--- src/rtl/nv_ram_rwsp_80x256_fifo_ctrl.sv ---
`default_nettype none
// ============================================================================
//  Module   : nv_ram_rwsp_80x256_fifo_ctrl
//  Brief    : Valid/ready FIFO controller around an external 1R1W RAM with a
//             two-stage read path (re -> ore) and an output skid buffer.
//  Revision : 1.0
// ============================================================================
module nv_ram_rwsp_80x256_fifo_ctrl #(
  parameter int DEPTH = 80,
  parameter int AW    = 7,
  parameter int DW    = 256,
  parameter int OBUF  = 4
) (
  input  logic          clk,
  input  logic          rst,
  input  logic          wr_pvld,
  output logic          wr_prdy,
  input  logic [DW-1:0] wr_pd,
  output logic          rd_pvld,
  input  logic          rd_prdy,
  output logic [DW-1:0] rd_pd,
  output logic          ram_we,
  output logic [AW-1:0] ram_wa,
  output logic [DW-1:0] ram_di,
  output logic          ram_re,
  output logic [AW-1:0] ram_ra,
  output logic          ram_ore,
  input  logic [DW-1:0] ram_dout,
  output logic [6:0]    fifo_cnt
);

  localparam int c_CW = $clog2(DEPTH + 1);
  localparam int c_BW = $clog2(OBUF + 1);
  localparam int c_HW = (OBUF > 1) ? $clog2(OBUF) : 1;
  localparam int c_PW = $clog2(OBUF + 3);

  logic [AW-1:0]   r_wr_ptr;
  logic [AW-1:0]   r_rd_ptr;
  logic [c_CW-1:0] r_ram_cnt;
  logic            r_p1;
  logic            r_p2;
  logic [c_BW-1:0] r_buf_cnt;
  logic [c_HW-1:0] r_head;
  logic [c_HW-1:0] r_tail;
  logic [DW-1:0]   r_buf [OBUF];

  logic            w_push;
  logic            w_issue;
  logic            w_pop;
  logic [c_PW-1:0] w_pending;

  function automatic logic [AW-1:0] f_inc_ptr(input logic [AW-1:0] p);
    return (p == AW'(DEPTH - 1)) ? '0 : p + AW'(1);
  endfunction

  function automatic logic [c_HW-1:0] f_inc_idx(input logic [c_HW-1:0] p);
    return (p == c_HW'(OBUF - 1)) ? '0 : p + c_HW'(1);
  endfunction

  // Reads already committed to the skid buffer: held entries plus both stages.
  assign w_pending = c_PW'(r_buf_cnt) + c_PW'(r_p1) + c_PW'(r_p2);

  assign wr_prdy = !rst && (r_ram_cnt != c_CW'(DEPTH));
  assign w_push  = wr_pvld && wr_prdy;
  assign w_issue = !rst && (r_ram_cnt != '0) && (w_pending < c_PW'(OBUF));
  assign w_pop   = rd_pvld && rd_prdy;

  assign ram_we   = w_push;
  assign ram_wa   = r_wr_ptr;
  assign ram_di   = wr_pd;
  assign ram_re   = w_issue;
  assign ram_ra   = r_rd_ptr;
  assign ram_ore  = r_p1;
  assign rd_pvld  = (r_buf_cnt != '0);
  assign rd_pd    = r_buf[r_head];
  assign fifo_cnt = 7'(r_ram_cnt) + 7'(r_p1) + 7'(r_p2) + 7'(r_buf_cnt);

  always_ff @(posedge clk or posedge rst) begin
    if (rst) begin
      r_wr_ptr  <= '0;
      r_rd_ptr  <= '0;
      r_ram_cnt <= '0;
      r_p1      <= 1'b0;
      r_p2      <= 1'b0;
      r_buf_cnt <= '0;
      r_head    <= '0;
      r_tail    <= '0;
    end else begin
      r_p1 <= w_issue;
      r_p2 <= r_p1;

      if (w_push) begin
        r_wr_ptr <= f_inc_ptr(r_wr_ptr);
      end
      if (w_issue) begin
        r_rd_ptr <= f_inc_ptr(r_rd_ptr);
      end

      case ({w_push, w_issue})
        2'b10:   r_ram_cnt <= r_ram_cnt + c_CW'(1);
        2'b01:   r_ram_cnt <= r_ram_cnt - c_CW'(1);
        default: r_ram_cnt <= r_ram_cnt;
      endcase

      if (r_p2) begin
        r_tail <= f_inc_idx(r_tail);
      end
      if (w_pop) begin
        r_head <= f_inc_idx(r_head);
      end

      case ({r_p2, w_pop})
        2'b10:   r_buf_cnt <= r_buf_cnt + c_BW'(1);
        2'b01:   r_buf_cnt <= r_buf_cnt - c_BW'(1);
        default: r_buf_cnt <= r_buf_cnt;
      endcase
    end
  end

  // Skid storage carries no reset; occupancy alone decides what is valid.
  always_ff @(posedge clk) begin
    if (r_p2) begin
      r_buf[r_tail] <= ram_dout;
    end
  end

endmodule
`default_nettype wire

--- config.mk ---
export PLATFORM = sky130hd
export DESIGN_NAME = nv_ram_rwsp_80x256_fifo_ctrl
export DESIGN_NICKNAME = d
export VERILOG_FILES = /design/src/rtl/nv_ram_rwsp_80x256_fifo_ctrl.sv
export SDC_FILE = /design/constraint.sdc
export NUM_CORES = 1
export LEC_CHECK = 0
export ABC_AREA = 1
export BUFFER_PORTS_ARGS = -buffer_cell sky130_fd_sc_hd__buf_2
export CORE_AREA = 2 2 414 416
export DETAILED_ROUTE_END_ITERATION = 16
export DIE_AREA = 0 0 416 418
export GPL_ROUTABILITY_DRIVEN = 0
export HOLD_SLACK_MARGIN = 0.02
export PLACE_DENSITY = 0.52
export SYNTH_ARGS = -nofsm -noshare
export SYNTH_HDL_FRONTEND = slang
export SYNTH_SLANG_ARGS = --single-unit
--- constraint.sdc ---
create_clock -name clk -period 14.55 [get_ports clk]
set_clock_uncertainty 0.2 [all_clocks]
set_input_delay 2.1825 -clock clk [delete_from_list [all_inputs] [get_ports clk]]
set_output_delay 2.1825 -clock clk [all_outputs]
set_load 0.01 [all_outputs]
==> results_dict.tcl <==
set metrics [dict create \
    synth_nets 3564 \
    pwr-share-comb_pct 34.6 \
    drt_pass1_iterations 5 \
    internal_power_mw 6.491 \
    worstSkewPairLatency_ns 0.73 \
    clkSinkCount 1054 \
    hold_class "reg -> reg" \
    crit_path_max_fanout 188 \
    cts_resized 0 \
    p_sw_share_pct 37.25 \
    antenna_found_initial 56 \
    cap_violations 0 \
    net-switching-power_mw 3.854 \
    crit_slowest_cell "buf_4" \
    drc 0 \
    synthSimpleGateAreaFrac_pct 5.916 \
    peakVddDrop_uv 163.3 \
    rsz0062_at_grt "false" \
    outcome "completed" \
    fin_total_pwr_mw 10.34 \
    track_usage_pct 17.40 \
    tightest_slew_ns 1.086 \
    crit_start "r_head[0]" \
    wl_per_cell_um 28.21 \
    drive_gt1_share_pct 24.14 \
    worst_slack_ns 7.802 \
    num_rows 151 \
    die-area_um2 173900 \
    crit_required_ns 12.17 \
    vias_per_cell 4.540 \
    synthDistinctLibCells 29 \
    cts.clk_slew.worst_paths_ns 0.06 \
    yosys_warnings 0 \
    fin_crit_sh_pct 46.38 \
    place_ws_ns 8.392 \
    grt_first_pass_wirelength_mm 208.8 \
    final_cell_mix "1024 x edfxtp_1, 541 x buf_2, 528 x nor2_1, 528 x o21ai_0, 167 x o22ai_1" \
    ant_nets 0 \
    relSlewSlack_pct 27.59 \
    final-max-slew-violation-count 0 \
    cts_setup_buffers 0 \
    htree_levels 3 \
    vias 25410 \
    reg2reg_to "r_buf[0][1]" \
    final_common_cell "edfxtp_1" \
    grt_max_degree 208 \
    clkPwrFrac_pct 25.7 \
    initial_utilization_pct 25.07 \
    synth_compound_area_share_pct 11.53 \
    synth_fa_ha_area_share_pct 0.8088 \
    sequentialPowerShare_pct 39.6 \
    grt_pass1_vias 23840 \
    cp_cell_sequence "inv_16 -> buf_4 -> buf_4 -> o21ai_0 -> o22ai_1 -> buf_2" \
    cpPeakStageDelay_ns 0.79 \
    yosysSeqAreaShare_pct 74.32 \
    path_class "reg -> out" \
    fillers 17020 \
    avgSynthCellArea_um2 14.02 \
    max_freq_ghz 0.1482 \
    dpl.hpwl_mm 113.1 \
    io_pins 1054 \
    power_density_nw_per_um2 212.2 \
    chipHeight_um 418 \
    die_w_um 416 \
    setup_viol 0 \
    synth-xor-area-share_pct 0.2893 \
    worst_setup_path_start_kind "flop" \
    reg2regPathDepth 6 \
    worstPathArrival_ns 4.37 \
    synth_seq_cells 1054 \
    first_iter_violations 1754 \
    worstReg2RegStart "r_tail[0]" \
    cts_tree "yes" \
    p_leak_nw 16.65 \
    cpMostUsedCell "buf_4" \
    overflow 0 \
    regToRegSetupSlack_ns 11.07 \
    cts-root-buf "clkbuf_16" \
    netlist_area_um2 42390 \
    fp.coreArea_um2 169100 \
    cp-end-kind "output pin" \
    port_buffers 541 \
    area_growth_pct 15.00 \
    final_hold_viol_count 0 \
    finalCriticalPeriod_ns 6.748 \
    synth_top_family_by_area "compound AO/OA/AOI/OAI gates" \
    endpoint "rd_pd[237]" \
    cts_buffers 112 \
    setup_tns_ns 0 \
    muxShareOfSynthArea_pct 0 \
    clk_path_buf_depth 3 \
    routed_wl_mm 157.9 \
    nets 3817 \
    cts_hold_buf 0 \
    synth_cells 3023 \
]
[cell families (layout without fill, tap and decap cells)]
| family | after synthesis | count (layout) |
|---|---|---|
| simple gates | 655 | 655 |
| fa+ha+maj | 25 | 25 |
| buf+inv | 476 | 817 |
| other cells | 0 | 16 |
| compound gates | 799 | 799 |
| xor+xnor | 14 | 14 |
| flops | 1054 | 1054 |
[sequential cells by signal, summed over array words and instances, names as in the netlist]
signal	flops
r_head	2
ram_ra	7
r_buf	1024
ram_wa	7
r_tail	2
ram_ore	1
r_p2	1
r_ram_cnt	7
r_buf_cnt	3
[power by group through the flow]
stage	clock, mW	combinational (mW)	sequential, mW
final	2.66	3.58	4.10
after floorplan	0	2.26	4.20
after global placement	0	3.64	4.16
after detailed placement	0	3.66	4.16
after global routing	2.86	3.90	4.14
after CTS	2.74	3.67	4.10
[Yosys cell counts]
cell,count,area (um^2)
o22ai_2,90,1126
a21o_1,1,7.510
clkbuf_1,82,307.8
fa_1,4,80.08
nand4_1,2,12.51
ha_1,21,262.8
edfxtp_1,1024,30750
nand2_1,96,360.4
o21ai_0,528,2643
nor2_2,2,12.51
inv_6,1,8.760
a21oi_1,8,40.04
o21bai_1,1,7.510
buf_8,1,15.01
buf_2,55,275.3
dfrtp_1,30,750.7
xnor2_1,6,52.55
inv_1,46,172.7
buf_4,273,2049
nor2_1,528,1982
and2_0,1,6.260
inv_2,1,3.750
o21ai_1,4,20.02
or2_2,3,18.77
o22ai_1,167,1045
nand3_1,22,110.1
buf_6,17,191.4
nor3_1,1,5.000
xor2_1,8,70.07
[how the worst min path moves through the flow]
stage,cells after the start,start,end,slack (ns)
6_report,2,ram_wa[1],ram_wa[1],0.34
5_1_grt,0,ram_ore,r_p2,0.36
4_1_cts,2,ram_wa[1],ram_wa[1],0.34
3_5_place_dp,2,ram_wa[1],ram_wa[1],0.32
3_3_place_gp,2,ram_ra[3],ram_ra[3],0.32
2_1_floorplan,0,ram_ore,r_p2,0.29
[critical path: cells and delay by family, from the launching register on]
family,cells,cell delay [ns]
AOI/OAI and AO/OA,2,0.38
buffers and inverters,4,2.28
DFF,1,0.76
[per-layer routing]
metal	vias to the layer above	share of wire, %	GRT usage, %
met5	-	0.10	0
met4	28	6.4	10.35
met3	324	13	10.54
met2	1199	53	31.77
met1	12470	27	13.94
li1	11390	-	-
[stage by stage]
step / cell area, um^2 / hold WS (ns) / instances / util [%]
global route: 48730 / 0.3602 / 5592 / 28.82
CTS: 48700 / 0.3367 / 5582 / 28.80
detailed placement: 45320 / 0.3211 / 5380 / 26.80
global placement: 45320 / 0.3172 / 5380 / 26.80
floorplan: 42390 / 0.2879 / 3023 / -
finish: 48740 / 0.3389 / 5598 / 28.83
[layout make-up]
| cell class | instances | area [um^2] | share of cell area (%) |
|---|---|---|---|
| repair buffers | 567 | 2940 | 6.032 |
| multi-input cells | 1493 | 7861 | 16.13 |
| flip-flops and latches | 1054 | 31510 | 64.64 |
| inverters | 48 | 234.0 | 0.4800 |
| clock inverters | 59 | 466.7 | 0.9574 |
| well taps | 2218 | 2775 | 5.693 |
| clock buffers | 143 | 2919 | 5.989 |
| diodes | 16 | 40.04 | 0.08214 |
Note: power is estimated with default switching activity, not from simulation.
